`src/rtl/axis_audio_arbiter.sv`:
```
// Frame-aligned AXI-Stream arbiter/mixer feeding the I2S2 transmit stream.
// Source 0 (line-in) and source 1 (CPU/song) share the TX path. The owner is
// chosen only between stereo frames, so left/right never swap. Mix mode sums
// both sources with saturation.
module axis_audio_arbiter #(
  parameter int DATA_WIDTH = 24,
  parameter int CNT_WIDTH  = 16
) (
  input  logic                  axis_clk,
  input  logic                  axis_rst,
  input  logic [1:0]            mode,
  input  logic                  mute,
  input  logic [DATA_WIDTH-1:0] s0_data,
  input  logic                  s0_valid,
  output logic                  s0_ready,
  input  logic                  s0_last,
  input  logic [DATA_WIDTH-1:0] s1_data,
  input  logic                  s1_valid,
  output logic                  s1_ready,
  input  logic                  s1_last,
  output logic [DATA_WIDTH-1:0] m_data,
  output logic                  m_valid,
  input  logic                  m_ready,
  output logic                  m_last,
  output logic [1:0]            grant,
  output logic [CNT_WIDTH-1:0]  frame_cnt,
  output logic                  err_align
);

  localparam logic [1:0] ARB   = 2'd0;
  localparam logic [1:0] LEFT  = 2'd1;
  localparam logic [1:0] RIGHT = 2'd2;

  localparam logic [1:0] G_NONE = 2'b00;
  localparam logic [1:0] G_S0   = 2'b01;
  localparam logic [1:0] G_S1   = 2'b10;
  localparam logic [1:0] G_MIX  = 2'b11;

  logic [1:0]                   state;
  logic                         can_load;
  logic [1:0]                   arb_grant;
  logic                         vld_p0;
  logic signed [DATA_WIDTH-1:0] beat_data_p0;
  logic                         beat_last_p0;
  logic                         last_mismatch_p0;
  logic                         out_last_p0;
  logic                         err_set_p0;

  // Sign-extend by one bit, add, and clamp to the representable range.
  function automatic logic signed [DATA_WIDTH-1:0] sat_add(
      input logic signed [DATA_WIDTH-1:0] a,
      input logic signed [DATA_WIDTH-1:0] b);
    logic signed [DATA_WIDTH:0] sum;
    sum = {a[DATA_WIDTH-1], a} + {b[DATA_WIDTH-1], b};
    if (sum[DATA_WIDTH] != sum[DATA_WIDTH-1])
      sat_add = sum[DATA_WIDTH] ? {1'b1, {(DATA_WIDTH-1){1'b0}}}
                                : {1'b0, {(DATA_WIDTH-1){1'b1}}};
    else
      sat_add = sum[DATA_WIDTH-1:0];
  endfunction

  assign can_load = !m_valid || m_ready;

  // Source readies: only the owner may move, and a mix beat needs both sides.
  always_comb begin
    s0_ready = 1'b0;
    s1_ready = 1'b0;
    case (grant)
      G_S0:  s0_ready = can_load;
      G_S1:  s1_ready = can_load;
      G_MIX: begin
        s0_ready = can_load && s1_valid;
        s1_ready = can_load && s0_valid;
      end
      default: ;
    endcase
  end

  // Owner selection while between frames.
  always_comb begin
    arb_grant = G_NONE;
    case (mode)
      2'b00: if (s0_valid) arb_grant = G_S0;
      2'b01: if (s1_valid) arb_grant = G_S1;
      2'b10: begin
        if (s1_valid)      arb_grant = G_S1;
        else if (s0_valid) arb_grant = G_S0;
      end
      default: if (s0_valid && s1_valid) arb_grant = G_MIX;
    endcase
  end

  // Beat selection/mixing ahead of the output register.
  always_comb begin
    vld_p0           = 1'b0;
    beat_data_p0     = '0;
    beat_last_p0     = 1'b0;
    last_mismatch_p0 = 1'b0;
    case (grant)
      G_S0: begin
        vld_p0       = s0_valid && can_load;
        beat_data_p0 = s0_data;
        beat_last_p0 = s0_last;
      end
      G_S1: begin
        vld_p0       = s1_valid && can_load;
        beat_data_p0 = s1_data;
        beat_last_p0 = s1_last;
      end
      G_MIX: begin
        vld_p0           = s0_valid && s1_valid && can_load;
        beat_data_p0     = sat_add($signed(s0_data), $signed(s1_data));
        beat_last_p0     = s0_last;
        last_mismatch_p0 = (s0_last != s1_last);
      end
      default: ;
    endcase
    // The right slot always closes the frame, whatever the source says.
    out_last_p0 = (state == RIGHT) || beat_last_p0;
    err_set_p0  = vld_p0 && (last_mismatch_p0 ||
                             ((state == LEFT)  &&  beat_last_p0) ||
                             ((state == RIGHT) && !beat_last_p0));
  end

  // Frame FSM: arbitrate, then carry one left and one right beat.
  always_ff @(posedge axis_clk or posedge axis_rst) begin
    if (axis_rst) begin
      state <= ARB;
      grant <= G_NONE;
    end else begin
      case (state)
        ARB: begin
          if (arb_grant != G_NONE) begin
            grant <= arb_grant;
            state <= LEFT;
          end
        end
        LEFT: begin
          if (vld_p0) begin
            if (beat_last_p0) begin
              grant <= G_NONE;
              state <= ARB;
            end else begin
              state <= RIGHT;
            end
          end
        end
        RIGHT: begin
          if (vld_p0) begin
            grant <= G_NONE;
            state <= ARB;
          end
        end
        default: begin
          grant <= G_NONE;
          state <= ARB;
        end
      endcase
    end
  end

  // Completed-frame counter and sticky misalignment flag.
  always_ff @(posedge axis_clk or posedge axis_rst) begin
    if (axis_rst) begin
      frame_cnt <= '0;
      err_align <= 1'b0;
    end else begin
      if (vld_p0 && out_last_p0) frame_cnt <= frame_cnt + CNT_WIDTH'(1);
      if (err_set_p0)            err_align <= 1'b1;
    end
  end

  // Output register stage (p0 -> m_*).
  always_ff @(posedge axis_clk or posedge axis_rst) begin
    if (axis_rst) begin
      m_valid <= 1'b0;
      m_data  <= '0;
      m_last  <= 1'b0;
    end else if (vld_p0) begin
      m_valid <= 1'b1;
      m_data  <= mute ? '0 : beat_data_p0;
      m_last  <= out_last_p0;
    end else if (m_ready) begin
      m_valid <= 1'b0;
    end
  end

endmodule

```
`config.mk`:
```
export PLATFORM = sky130hd
export DESIGN_NAME = axis_audio_arbiter
export DESIGN_NICKNAME = d
export VERILOG_FILES = /design/src/rtl/axis_audio_arbiter.sv
export SDC_FILE = /design/constraint.sdc
export NUM_CORES = 1
export LEC_CHECK = 0
export BUFFER_PORTS_ARGS = -buffer_cell sky130_fd_sc_hd__buf_4
export CELL_PAD_IN_SITES_DETAIL_PLACEMENT = 2
export CELL_PAD_IN_SITES_GLOBAL_PLACEMENT = 2
export CORE_UTILIZATION = 31
export DETAILED_ROUTE_END_ITERATION = 10
export MAX_ROUTING_LAYER = met4
export PLACE_DENSITY = 0.85
export SLEW_MARGIN = 20
export SYNTH_ARGS = -nofsm -noshare
export SYNTH_HDL_FRONTEND = slang
export SYNTH_SLANG_ARGS = --single-unit
```
`constraint.sdc`:
```
create_clock -name axis_clk -period 2.25 [get_ports axis_clk]
set_input_delay 0.225 -clock axis_clk [delete_from_list [all_inputs] [get_ports axis_clk]]
set_output_delay 0.225 -clock axis_clk [all_outputs]
set_load 0.02 [all_outputs]
```
== Yosys cells after proc, flatten, opt, wreduce, memory -nomap -nowiden ==
Cells that the tools add are included.
Cells by class
  muxes and demuxes: 25
  $add $sub $neg: 2
  equality and inequality tests: 13
  reductions and logical operators: 21
Operators by type and width (number)
  24-bit 2-to-1 mux: 3
  24-bit one-hot mux with 3 select lines: 1
  24-bit by 24-bit adder with 25-bit output: 1
  2-bit 2-to-1 mux: 10
  2-bit one-hot mux with 3 select lines: 3
  16-bit by 1-bit adder with 16-bit output, second input constant: 1
  2-bit == test, second input constant: 4
  1-bit logical AND: 8
  2-bit inequality test, second input constant: 4
  2-bit by 1-bit == test with 1-bit output, second input constant: 3
  1-bit one-hot mux with 2 select lines: 3
  2-bit logical NOT: 2
  1-bit logical OR: 4
  1-bit 2-to-1 mux: 4
  4-bit AND reduction: 1
  2-bit nonzero test: 2
  1-bit one-hot mux with 3 select lines: 1
  3-bit AND reduction: 1
  1-bit logical NOT: 2
  1-bit inequality test: 2
  2-bit OR reduction: 1
Storage, ports and cells
  word-level logic and storage cells: 68
  register bits after elaboration: 47
  input port bits: 58
  output and inout port bits: 47

== Longest topological paths before layout ==
  depth in word-level cells: 7
  gate-level depth with buffers: 11

== Worst setup path before layout ==
No wires, ideal clock.
  path type: input -> register
  start: input s0_data[0]
  end: register m_data[18]
  setup slack: -0.389 ns
  required time: 2.110 ns
  data arrival time: 2.499 ns
  stages: 10
  library setup time: 0.140 ns
  cell sequence: ha_1 -> fa_1 -> a211oi_2 -> o21ai_2 -> o211a_1 -> or3_4 -> a41oi_2 -> xor2_2 -> a2111oi_0 -> a211oi_1
On the way
  longest elaborated chain between the ends: 5
  elaborated cells on any way between the ends: 6
Ends and longest elaborated chain
  start, declared: RTL line 13  | input logic [DATA_WIDTH-1:0] s0_data,
  24-bit by 24-bit adder with 25-bit output (*): RTL line 54  | sum = {a[DATA_WIDTH-1], a} + {b[DATA_WIDTH-1], b};
  24-bit 2-to-1 mux / 1-bit inequality test (equally long branches): RTL line 56, 55
  24-bit 2-to-1 mux (*): RTL line 55  | if (sum[DATA_WIDTH] != sum[DATA_WIDTH-1])
  24-bit one-hot mux with 3 select lines (*): RTL line 99  | case (grant)
  24-bit 2-to-1 mux (*): RTL line 181  | m_data <= mute ? '0 : beat_data_p0;
  end signal, assigned: RTL line 181
  end, declared: RTL line 21  | output logic [DATA_WIDTH-1:0] m_data,
Every way passes the cells marked *; elsewhere a longest branch is shown, timed or not.
A chain may end at the register's enable or synchronous reset.

== Worst setup path after layout ==
  start: input s0_data[8]
  end: register m_data[4]
The elaborated chain is that of the path after synthesis.

==> results.sh <==
export IMPL_mostFrequentLayoutCells="buf_4 (198), dfrtp_1 (47), nand2_1 (34)"
export IMPL_path_cells="buf_4 > ha_4 > a21oi_4 > o211ai_1 > a221oi_4 > a31oi_4 > a21oi_2 > mux2i_2 > nand4_4 > buf_12 > o221ai_2"
export IMPL_final_min_clock_period_ns=2.65
export IMPL_path_delay_family="compound AO/OA/AOI/OAI gates"
export IMPL_wl_um=26500
export IMPL_drive_above_1_share_pct=48.7
export IMPL_hold_ws_ns=0.222
export IMPL_die_area_mm2=0.0126
export IMPL_finish_net_count=713
export IMPL_synth_area_top_cells="dfrtp_1 (31%), ha_1 (8.3%), a21oi_1 (4.8%)"
export IMPL_min_delay_worst_endpoint="grant[0]$_DFFE_PP0P_"
export IMPL_reg2reg_to="m_data[18]$_DFFE_PP0P_"
export IMPL_cpMaxStageDelayCell="a221oi_4"
export IMPL_grt_total_usage_pct=39.1
export IMPL_period_share_pct=118
export IMPL_fin_util_pct=53.1
export IMPL_io_pins=105
export IMPL_grt_setup_unrepaired="true"
export IMPL_cp_arrival_ns=2.87
export IMPL_crit_type="in -> reg"
export IMPL_route_met2_wl_um=13100
export IMPL_tightest_slew_ns=0.937
export IMPL_synth_enable_flop_cells=0
export IMPL_crit_path_start_kind="input pin"
export IMPL_power_per_cell_area_mw_per_mm2=493
export IMPL_path_buf_inv=2
export IMPL_synthArstFlopShare_pct=100
export IMPL_wl_per_cell_um=34.3
export IMPL_crit_path_start="s0_data[8]"
export IMPL_hold_viol_final=0
export IMPL_instances_no_fill=773
export IMPL_rr_worst_depth=7
export IMPL_insertion_delay_ns=0.32
export IMPL_setup_ws_ns=-0.401
export IMPL_cts_htree_levels=2
export IMPL_worstPathMaxFanout=13
export IMPL_grt_max_degree=48
export IMPL_synth_distinct_cells=64
export IMPL_grt_pass1_vias=5524
export IMPL_yosysSeqAreaShare_pct=31.1
export IMPL_syn_area_mm2=0.00378
export IMPL_setup_tns_ns=-7.82
export IMPL_antenna_found_initial=0
export IMPL_gp_congestion=0.842
export IMPL_vdd_ir_drop_max_v=0.000290
export IMPL_p_leak_nw=2.86
export IMPL_drt_antenna_violating_nets=0
export IMPL_vias=5020
export IMPL_synth_top_area_cell="dfrtp_1"
export IMPL_syn_nets=512
export IMPL_top_layer_used="met4"
export IMPL_clk_pin_slew_ns=0.09
export IMPL_cts_sinks=47
export IMPL_layout_commonest_cell="buf_4"
export IMPL_grt_ovfl_total=0
export IMPL_placed_cells=747
export IMPL_synth_top_area_share_pct=31.1
export IMPL_port_buffers=104
export IMPL_cap_viol_max_count=0
export IMPL_pre_cts_ws_ns=-0.609
export IMPL_grt_first_pass_wirelength_um=35200
export IMPL_ys_ff_latch=47
export IMPL_drt_iter0_drc=387
export IMPL_dr_pass1_iters=5
export IMPL_violations="setup timing"
export IMPL_rrSetupSlack_ns=-0.13
export IMPL_clockRootBuffer="clkbuf_16"
export IMPL_synth_cells=428
export IMPL_hp_class="in -> reg"
export IMPL_rows=39
export IMPL_numCtsBuffers=5
export IMPL_synth_warnings=0
export IMPL_synthFlopType="dfrtp_1"
export IMPL_hpwl_um=13700
export IMPL_core_mm2=0.0117
export IMPL_setup_viol=24
export IMPL_met1Wirelength_um=9630
export IMPL_die_w_um=112
export IMPL_cp_end_kind="flop"
export IMPL_min_path_cells=2
export IMPL_vias_per_cell=6.49
export IMPL_avgSynthCellArea_um2=8.83
export IMPL_final_fill_count=1228
export IMPL_worstReg2RegStart="m_valid$_DFFE_PP0P_"
export IMPL_outcome="complete, but fails checks"
export IMPL_maxSlewHeadroom_pct=36.9
export IMPL_cts_tree="done"
export IMPL_wl_met3_um=1780
export IMPL_min_delay_start="s0_valid"
export IMPL_max_freq_ghz=0.377
export IMPL_cpPeakStageDelay_ns=0.38
export IMPL_areaGrowthSynthToFinish_pct=63.9
export IMPL_n_antenna_cell=0
export IMPL_skew_ns=0.0166
export IMPL_required_ns=2.47
export IMPL_slew_viol_final=0
export IMPL_die_height_um=112
export IMPL_start_util_pct=32.4
export IMPL_cts_path_max_buffers=2
export IMPL_drc_errors=0
state kept, by name (all words and copies together) (netlist names):
register   cells
grant          2
m_data        24
err_align      1
state          2
m_valid        1
frame_cnt     16
m_last         1
cell usage after synthesis (all sizes together) (3+ instances only):
library cell	instances
a21oi	37
o21a	3
dfrtp	47
nand2b	7
o21ai	30
a21o	9
nand3	6
xor2	16
inv	5
and4	3
buf	6
nor2b	6
nand4	5
xnor2	20
ha	25
nor2	45
o211ai	5
nor3	11
nand2	36
a22oi	22
and2	4
and3	11
o221ai	10
clkbuf	13
a211oi	8
layer usage:
| metal | vias up | global-route usage [%] |
|---|---|---|
| met3 | 144 | 9.13 |
| met2 | 331 | 68.4 |
| met4 | 0 | 22.7 |
| met5 | - | - |
| met1 | 2542 | 40.3 |
| li1 | 2003 | - |
worst max-delay path by stage:
stage / cells past startpoint / end / slack, ns
after floorplan: 11 / m_data[17]$_DFFE_PP0P_ / -0.21
after global placement: 11 / m_data[18]$_DFFE_PP0P_ / -0.50
after detailed placement: 11 / m_data[5]$_DFFE_PP0P_ / -0.61
after CTS: 13 / m_data[0]$_DFFE_PP0P_ / -0.18
after global routing: 11 / m_data[4]$_DFFE_PP0P_ / -0.45
final: 11 / m_data[4]$_DFFE_PP0P_ / -0.40
stage by stage:
stage | area, um2 | total power [mW]
detailed placement | 5480 | 1.76
finish | 6190 | 3.05
CTS | 6030 | 2.84
global route | 6190 | 3.10
floorplan | 3880 | 1.31
global placement | 5480 | 1.69
timing repair:
action | in CTS | in global routing
setup buffers | 10 | 6
gates cloned | 2 | 0
endpoints found under the hold margin | 47 | 0
resized for setup | 63 | 26
pin swaps | 17 | 22
setup endpoints to repair | 24 | 27
hold buffers | 1 | 0
final cells by class:
type | instances | area, um2 | share of cell area (%)
clock buffer | 6 | 139 | 2.24
clock inverter | 2 | 16.3 | 0.263
inverter | 5 | 18.8 | 0.303
multi-input combinational | 357 | 2940 | 47.4
sequential | 47 | 1180 | 19.0
tap | 143 | 179 | 2.89
timing repair buffer | 213 | 1730 | 27.9
report_power, final:
part	internal (mW)	switching, mW
Sequential	0.844	0
Combinational	0.583	0.754
Clock	0.448	0.425
Total	1.87	1.18
cells by family after synthesis:
kind of cell	count (synthesis)	synth area share (%)
compound gates	151	29.7
mux	2	0.563
simple gates	142	18.2
flops	47	31.1
fa+ha+maj	26	8.81
xor+xnor	36	8.54
buf+inv	24	3.08
(Power assumes the default switching activity.)
